`config.mk`:
```
export PLATFORM = sky130hd
export DESIGN_NAME = spi_master
export DESIGN_NICKNAME = d
export VERILOG_FILES = /design/src/rtl/spi_master.sv
export SDC_FILE = /design/constraint.sdc
export NUM_CORES = 1
export LEC_CHECK = 0
export BUFFER_PORTS_ARGS = -buffer_cell sky130_fd_sc_hd__buf_2
export CORE_MARGIN = 2
export CORE_UTILIZATION = 60
export DETAILED_ROUTE_END_ITERATION = 6
export PLACE_DENSITY = 0.77
export SLEW_MARGIN = 15
export SYNTH_ARGS = -nofsm -noshare
export SYNTH_HDL_FRONTEND = slang
export SYNTH_SLANG_ARGS = --single-unit
```
`constraint.sdc`:
```
create_clock -name clk -period 4.8 [get_ports clk]
set_input_delay 0.72 -clock clk [delete_from_list [all_inputs] [get_ports clk]]
set_output_delay 0.72 -clock clk [all_outputs]
set_load 0.02 [all_outputs]
```
`src/rtl/spi_master.sv`:
```
// Mode-0, MSB-first, 8-bit SPI master with a valid/ready byte stream.
// SSEL stays asserted across bytes until the byte flagged tx_last completes.
module spi_master #(
  parameter int CLK_DIV  = 8,
  parameter int CS_SETUP = 4,
  parameter int CS_HOLD  = 4
) (
  input  logic       clk,
  input  logic       rst_n,
  input  logic [7:0] tx_data,
  input  logic       tx_last,
  input  logic       tx_valid,
  output logic       tx_ready,
  output logic [7:0] rx_data,
  output logic       rx_valid,
  output logic       busy,
  output logic       SCK,
  output logic       SSEL,
  output logic       MOSI,
  input  logic       MISO
);

  typedef enum logic [2:0] {
    S_IDLE,
    S_SETUP,
    S_XFER,
    S_NEXT,
    S_HOLD
  } state_t;

  localparam logic [7:0]  DIV_LAST   = 8'(CLK_DIV - 1);
  localparam logic [15:0] SETUP_LAST = 16'(CS_SETUP - 1);
  localparam logic [15:0] HOLD_LAST  = 16'(CS_HOLD - 1);

  state_t      state_q, state_d;
  logic [7:0]  div_q, div_d;
  logic [15:0] cnt_q, cnt_d;
  logic [2:0]  bitcnt_q, bitcnt_d;
  logic [7:0]  tx_sh_q, tx_sh_d;
  logic [7:0]  rx_sh_q, rx_sh_d;
  logic        last_q, last_d;
  logic        sck_q, sck_d;
  logic        ssel_q, ssel_d;
  logic        mosi_q, mosi_d;
  logic        ready_q, ready_d;
  logic [7:0]  rxd_q, rxd_d;
  logic        rxv_q, rxv_d;
  logic        busy_q, busy_d;
  logic        accept;

  assign accept = tx_valid && ready_q;

  always_ff @(posedge clk or negedge rst_n) begin
    if (!rst_n) begin
      state_q  <= S_IDLE;
      div_q    <= '0;
      cnt_q    <= '0;
      bitcnt_q <= '0;
      tx_sh_q  <= '0;
      rx_sh_q  <= '0;
      last_q   <= 1'b0;
      sck_q    <= 1'b0;
      ssel_q   <= 1'b1;
      mosi_q   <= 1'b0;
      ready_q  <= 1'b0;
      rxd_q    <= '0;
      rxv_q    <= 1'b0;
      busy_q   <= 1'b0;
    end else begin
      state_q  <= state_d;
      div_q    <= div_d;
      cnt_q    <= cnt_d;
      bitcnt_q <= bitcnt_d;
      tx_sh_q  <= tx_sh_d;
      rx_sh_q  <= rx_sh_d;
      last_q   <= last_d;
      sck_q    <= sck_d;
      ssel_q   <= ssel_d;
      mosi_q   <= mosi_d;
      ready_q  <= ready_d;
      rxd_q    <= rxd_d;
      rxv_q    <= rxv_d;
      busy_q   <= busy_d;
    end
  end

  always_comb begin
    state_d  = state_q;
    div_d    = div_q;
    cnt_d    = cnt_q;
    bitcnt_d = bitcnt_q;
    tx_sh_d  = tx_sh_q;
    rx_sh_d  = rx_sh_q;
    last_d   = last_q;
    sck_d    = sck_q;
    ssel_d   = ssel_q;
    mosi_d   = mosi_q;
    rxd_d    = rxd_q;
    rxv_d    = 1'b0;
    unique case (state_q)
      S_IDLE: begin
        ssel_d = 1'b1;
        sck_d  = 1'b0;
        if (accept) begin
          tx_sh_d = tx_data;
          last_d  = tx_last;
          ssel_d  = 1'b0;
          mosi_d  = tx_data[7];
          cnt_d   = '0;
          state_d = S_SETUP;
        end
      end
      S_SETUP: begin
        if (cnt_q == SETUP_LAST) begin
          div_d    = '0;
          bitcnt_d = '0;
          state_d  = S_XFER;
        end else begin
          cnt_d = cnt_q + 16'd1;
        end
      end
      S_XFER: begin
        if (div_q == DIV_LAST) begin
          div_d = '0;
          sck_d = ~sck_q;
          if (!sck_q) begin
            rx_sh_d  = {rx_sh_q[6:0], MISO};
            bitcnt_d = bitcnt_q + 3'd1;
          end else if (bitcnt_q != 3'd0) begin
            tx_sh_d = {tx_sh_q[6:0], 1'b0};
            mosi_d  = tx_sh_q[6];
          end else begin
            // bitcnt wrapped on the 8th rise, so this fall closes the byte
            rxd_d   = rx_sh_q;
            rxv_d   = 1'b1;
            cnt_d   = '0;
            state_d = last_q ? S_HOLD : S_NEXT;
          end
        end else begin
          div_d = div_q + 8'd1;
        end
      end
      S_NEXT: begin
        sck_d = 1'b0;
        if (accept) begin
          tx_sh_d  = tx_data;
          last_d   = tx_last;
          mosi_d   = tx_data[7];
          div_d    = '0;
          bitcnt_d = '0;
          state_d  = S_XFER;
        end
      end
      S_HOLD: begin
        sck_d = 1'b0;
        if (cnt_q == HOLD_LAST) begin
          ssel_d  = 1'b1;
          mosi_d  = 1'b0;
          state_d = S_IDLE;
        end else begin
          cnt_d = cnt_q + 16'd1;
        end
      end
      default: state_d = S_IDLE;
    endcase
    // Ready lags IDLE entry by one cycle so SSEL is high for at least a cycle
    ready_d = (state_d == S_NEXT) || (state_q == S_IDLE && state_d == S_IDLE);
    busy_d  = (state_d != S_IDLE);
  end

  assign tx_ready = ready_q;
  assign rx_data  = rxd_q;
  assign rx_valid = rxv_q;
  assign busy     = busy_q;
  assign SCK      = sck_q;
  assign SSEL     = ssel_q;
  assign MOSI     = mosi_q;

endmodule

```
==> reports/results.tsv <==
metric	value	unit
GPL Wtd Cong	0.833	
unrepaired setup endpoints after global routing	no	
Num Clock Sinks	60	
Worst Path Max Fanout	16	
total design power	1.86	mW
Initial Utilization	0.617	
Routed wire per std cell	15.4	microns
die area	0.00578	sq mm
# port buffers	26	
filler cell count	386	
cells along the critical path	ha_1 > nor4b_1 > nand4_1 > a21oi_1 > o311ai_0 > o41ai_1	
Vias per Instance	6.01	
hold slack	0.485	ns
slowest CP cell	a21oi_1	
final net count	346	
post-synthesis register bit count	60	
most frequent cells in the layout	dfrtp_1, mux2_2, o21ai_0, nand2_1, buf_2	
CP Data Required Time	5.03	ns
GRT Max-Usage Layer	met2	
final setup fails	0	
final hold viol count	0	
Slew Viols, Final	0	
Slew @ Worst Pin	1.09	ns
Fmax	346	MHz
Worst setup SP type	register	
switch share	0.372	
# hold bufs at CTS	0	
final wirelength	6.24	mm
vias in the first global route	2357	
setup fix buffers added after clock tree synthesis	0	
H-tree levels	3	
Distinct cells, synth	48	
hpwl dp	4.11	mm
post-route design area	0.00351	sq mm
core area	0.00504	sq mm
top post-synthesis cells by area	dfrtp_1, mux2_2, o21ai_0	
Flop pwr share	0.371	
CTS Buffer Depth	2	
RR Endpoint	cnt_q[10]	
final setup TNS	0	ns
CP endpoint kind	register	
DR DRC count	0	
syn_area_per_cell	10.2	sq um
Tmin final	2.89	ns
Post-synth EDFFs	0	
share of the synthesized area in the top cell type	0.475	
later-pin clock latency in the skew report	0.34	ns
CTS tree	yes	
Worst Hold Path EP	div_q[7]	
global routing usage on met1	0.325	
antenna violations before repair	0	
number of CTS-inserted buffers	9	
Worst R2R Path Depth	6	
DRT iter0 DRCs	220	
fraction of layout cells with a size suffix above 1	0.240	
routed via count	2427	
HP Class	register to register	
NetSw	693	uW
first-pass GRT wire length	11.1	mm
Die Width	76	microns
reg-to-reg slack, setup	1.91	ns
FFs w/ async S/R, synth	1.00	
gr usage total	0.237	
Syn Inst Count	305	
Die Height	76	microns
Antenna Nets Post-Route	0	
instance area at placement	0.00328	sq mm
met2 Use GR	0.367	
Remaining Overflow, GRT	0	
Ys Warns	0	
Pleak	1.57	nW
Seq/Total Area, Yosys	0.483	
Synth Flop Type	dfrtp_1	
FP Rows	26	
Root Buffer	clkbuf_8	
crit path DAT	3.12	ns
worst rel slew slack	0.274	
Hold Path Stages	1	
Clk pwr share	0.281	
grt met3 use	0.0592	
I/O pin total	27	
Layout area overhead	13.0	%
Comb pwr share	0.348	
Max Cap Violations	0	
ant diodes	0	
Max stage delay on crit path	1.00	ns
Post-Syn Nets	322	
commonest non-fill, non-tap cell in the layout	dfrtp_1	
final critical-path share of the clock period	0.601	
VDD IR max	0.456	mV
post-CTS sizing	0	
PD cells	530	mW/mm^2
status	finished clean	
Synth area leader	dfrtp_1	
WS Path Type	register to register	
Layout Skew	0.00660	ns
largest net degree at the start of global routing	61	
register clock-pin slew on the reported worst setup and hold paths	0.07	ns
drt pass-1 iters	4	
HP Start	div_q[7]	
Int Power	1.17	mW
Netlist Area Pre-Place	0.00311	sq mm
RR Startpoint	cnt_q[0]	
[routing by layer]
layer / share of wire / vias up / wire [microns]
met5: 0 / - / 0
met4: 0.020 / 0 / 123
met3: 0.041 / 12 / 256
met2: 0.46 / 56 / 2860
met1: 0.48 / 1163 / 3000
li1: - / 1196 / -
[cell usage after synthesis, drive strengths merged, types with 2 or more instances]
master	instances
or4	2
o31ai	5
a21oi	9
nand3	18
a22o	2
nor3b	3
nor2	17
nor4	3
nand4	7
or3	5
o41ai	8
buf	3
clkbuf	11
o21ai	31
mux2	31
dfrtp	59
a21o	2
and3	2
nand2b	6
o311ai	6
nor2b	2
nand2	28
inv	8
nand3b	3
nor3	6
ha	4
mux2i	3
a31oi	8
[cell families after synthesis]
logic type	count (synthesis)	share of synthesized area
AO/OA/AOI/OAI	78	0.165
XOR/XNOR	1	0.00282
adder cells (fa/ha/maj)	4	0.0161
buffers and inverters	22	0.0278
flip-flops	60	0.483
multiplexers	34	0.122
AND/OR/NAND/NOR	106	0.183
[state kept, by name, indices dropped and copies added, names as in the netlist, 3 cells and up]
signal	flops
rx_sh_q	8
state_q	3
rx_data	8
div_q	8
tx_sh_q	7
bitcnt_q	3
cnt_q	16
[through the flow]
step,setup slack (ns),util,instances
6_report,1.91,0.697,404
3_3_place_gp,2.12,0.650,388
3_5_place_dp,2.02,0.650,388
5_1_grt,1.65,0.697,404
4_1_cts,2.01,0.697,404
2_1_floorplan,2.62,-,305
[worst max-delay path: cells and delay by family, from the launching register on]
family | cells | cell delay (ns)
fa+ha+maj | 1 | 0.26
flops | 1 | 0.38
compound gates | 3 | 1.43
simple gates | 2 | 0.70
[final cells by class]
class                   instances  area, sq um  share of cell area
multi-input cells             223         1520               0.433
flip-flops and latches         60         1500               0.428
clock buffers                  11          151              0.0431
repair buffers                 27          138              0.0392
well taps                      70         87.6              0.0249
clock inverters                 5         83.8              0.0239
inverters                       8         30.0             0.00854
[power groups by stage]
stage / Sequential (mW) / Clock [mW] / Combinational (mW)
3_3_place_gp: 0.695 / 0 / 0.625
6_report: 0.692 / 0.523 / 0.648
4_1_cts: 0.690 / 0.528 / 0.649
3_5_place_dp: 0.699 / 0 / 0.644
2_1_floorplan: 0.674 / 0 / 0.524
5_1_grt: 0.709 / 0.551 / 0.724
[worst max-delay path by stage]
stage | slack, ns | startpoint | endpoint | cells past startpoint
floorplan | 2.62 | div_q[3] | tx_sh_q[1] | 7
global placement | 2.12 | cnt_q[0] | cnt_q[10] | 6
detailed placement | 2.02 | cnt_q[0] | cnt_q[10] | 6
CTS | 2.01 | cnt_q[0] | cnt_q[10] | 6
global route | 1.65 | cnt_q[0] | cnt_q[10] | 6
finish | 1.91 | cnt_q[0] | cnt_q[10] | 6
(Power assumes the default switching activity.)
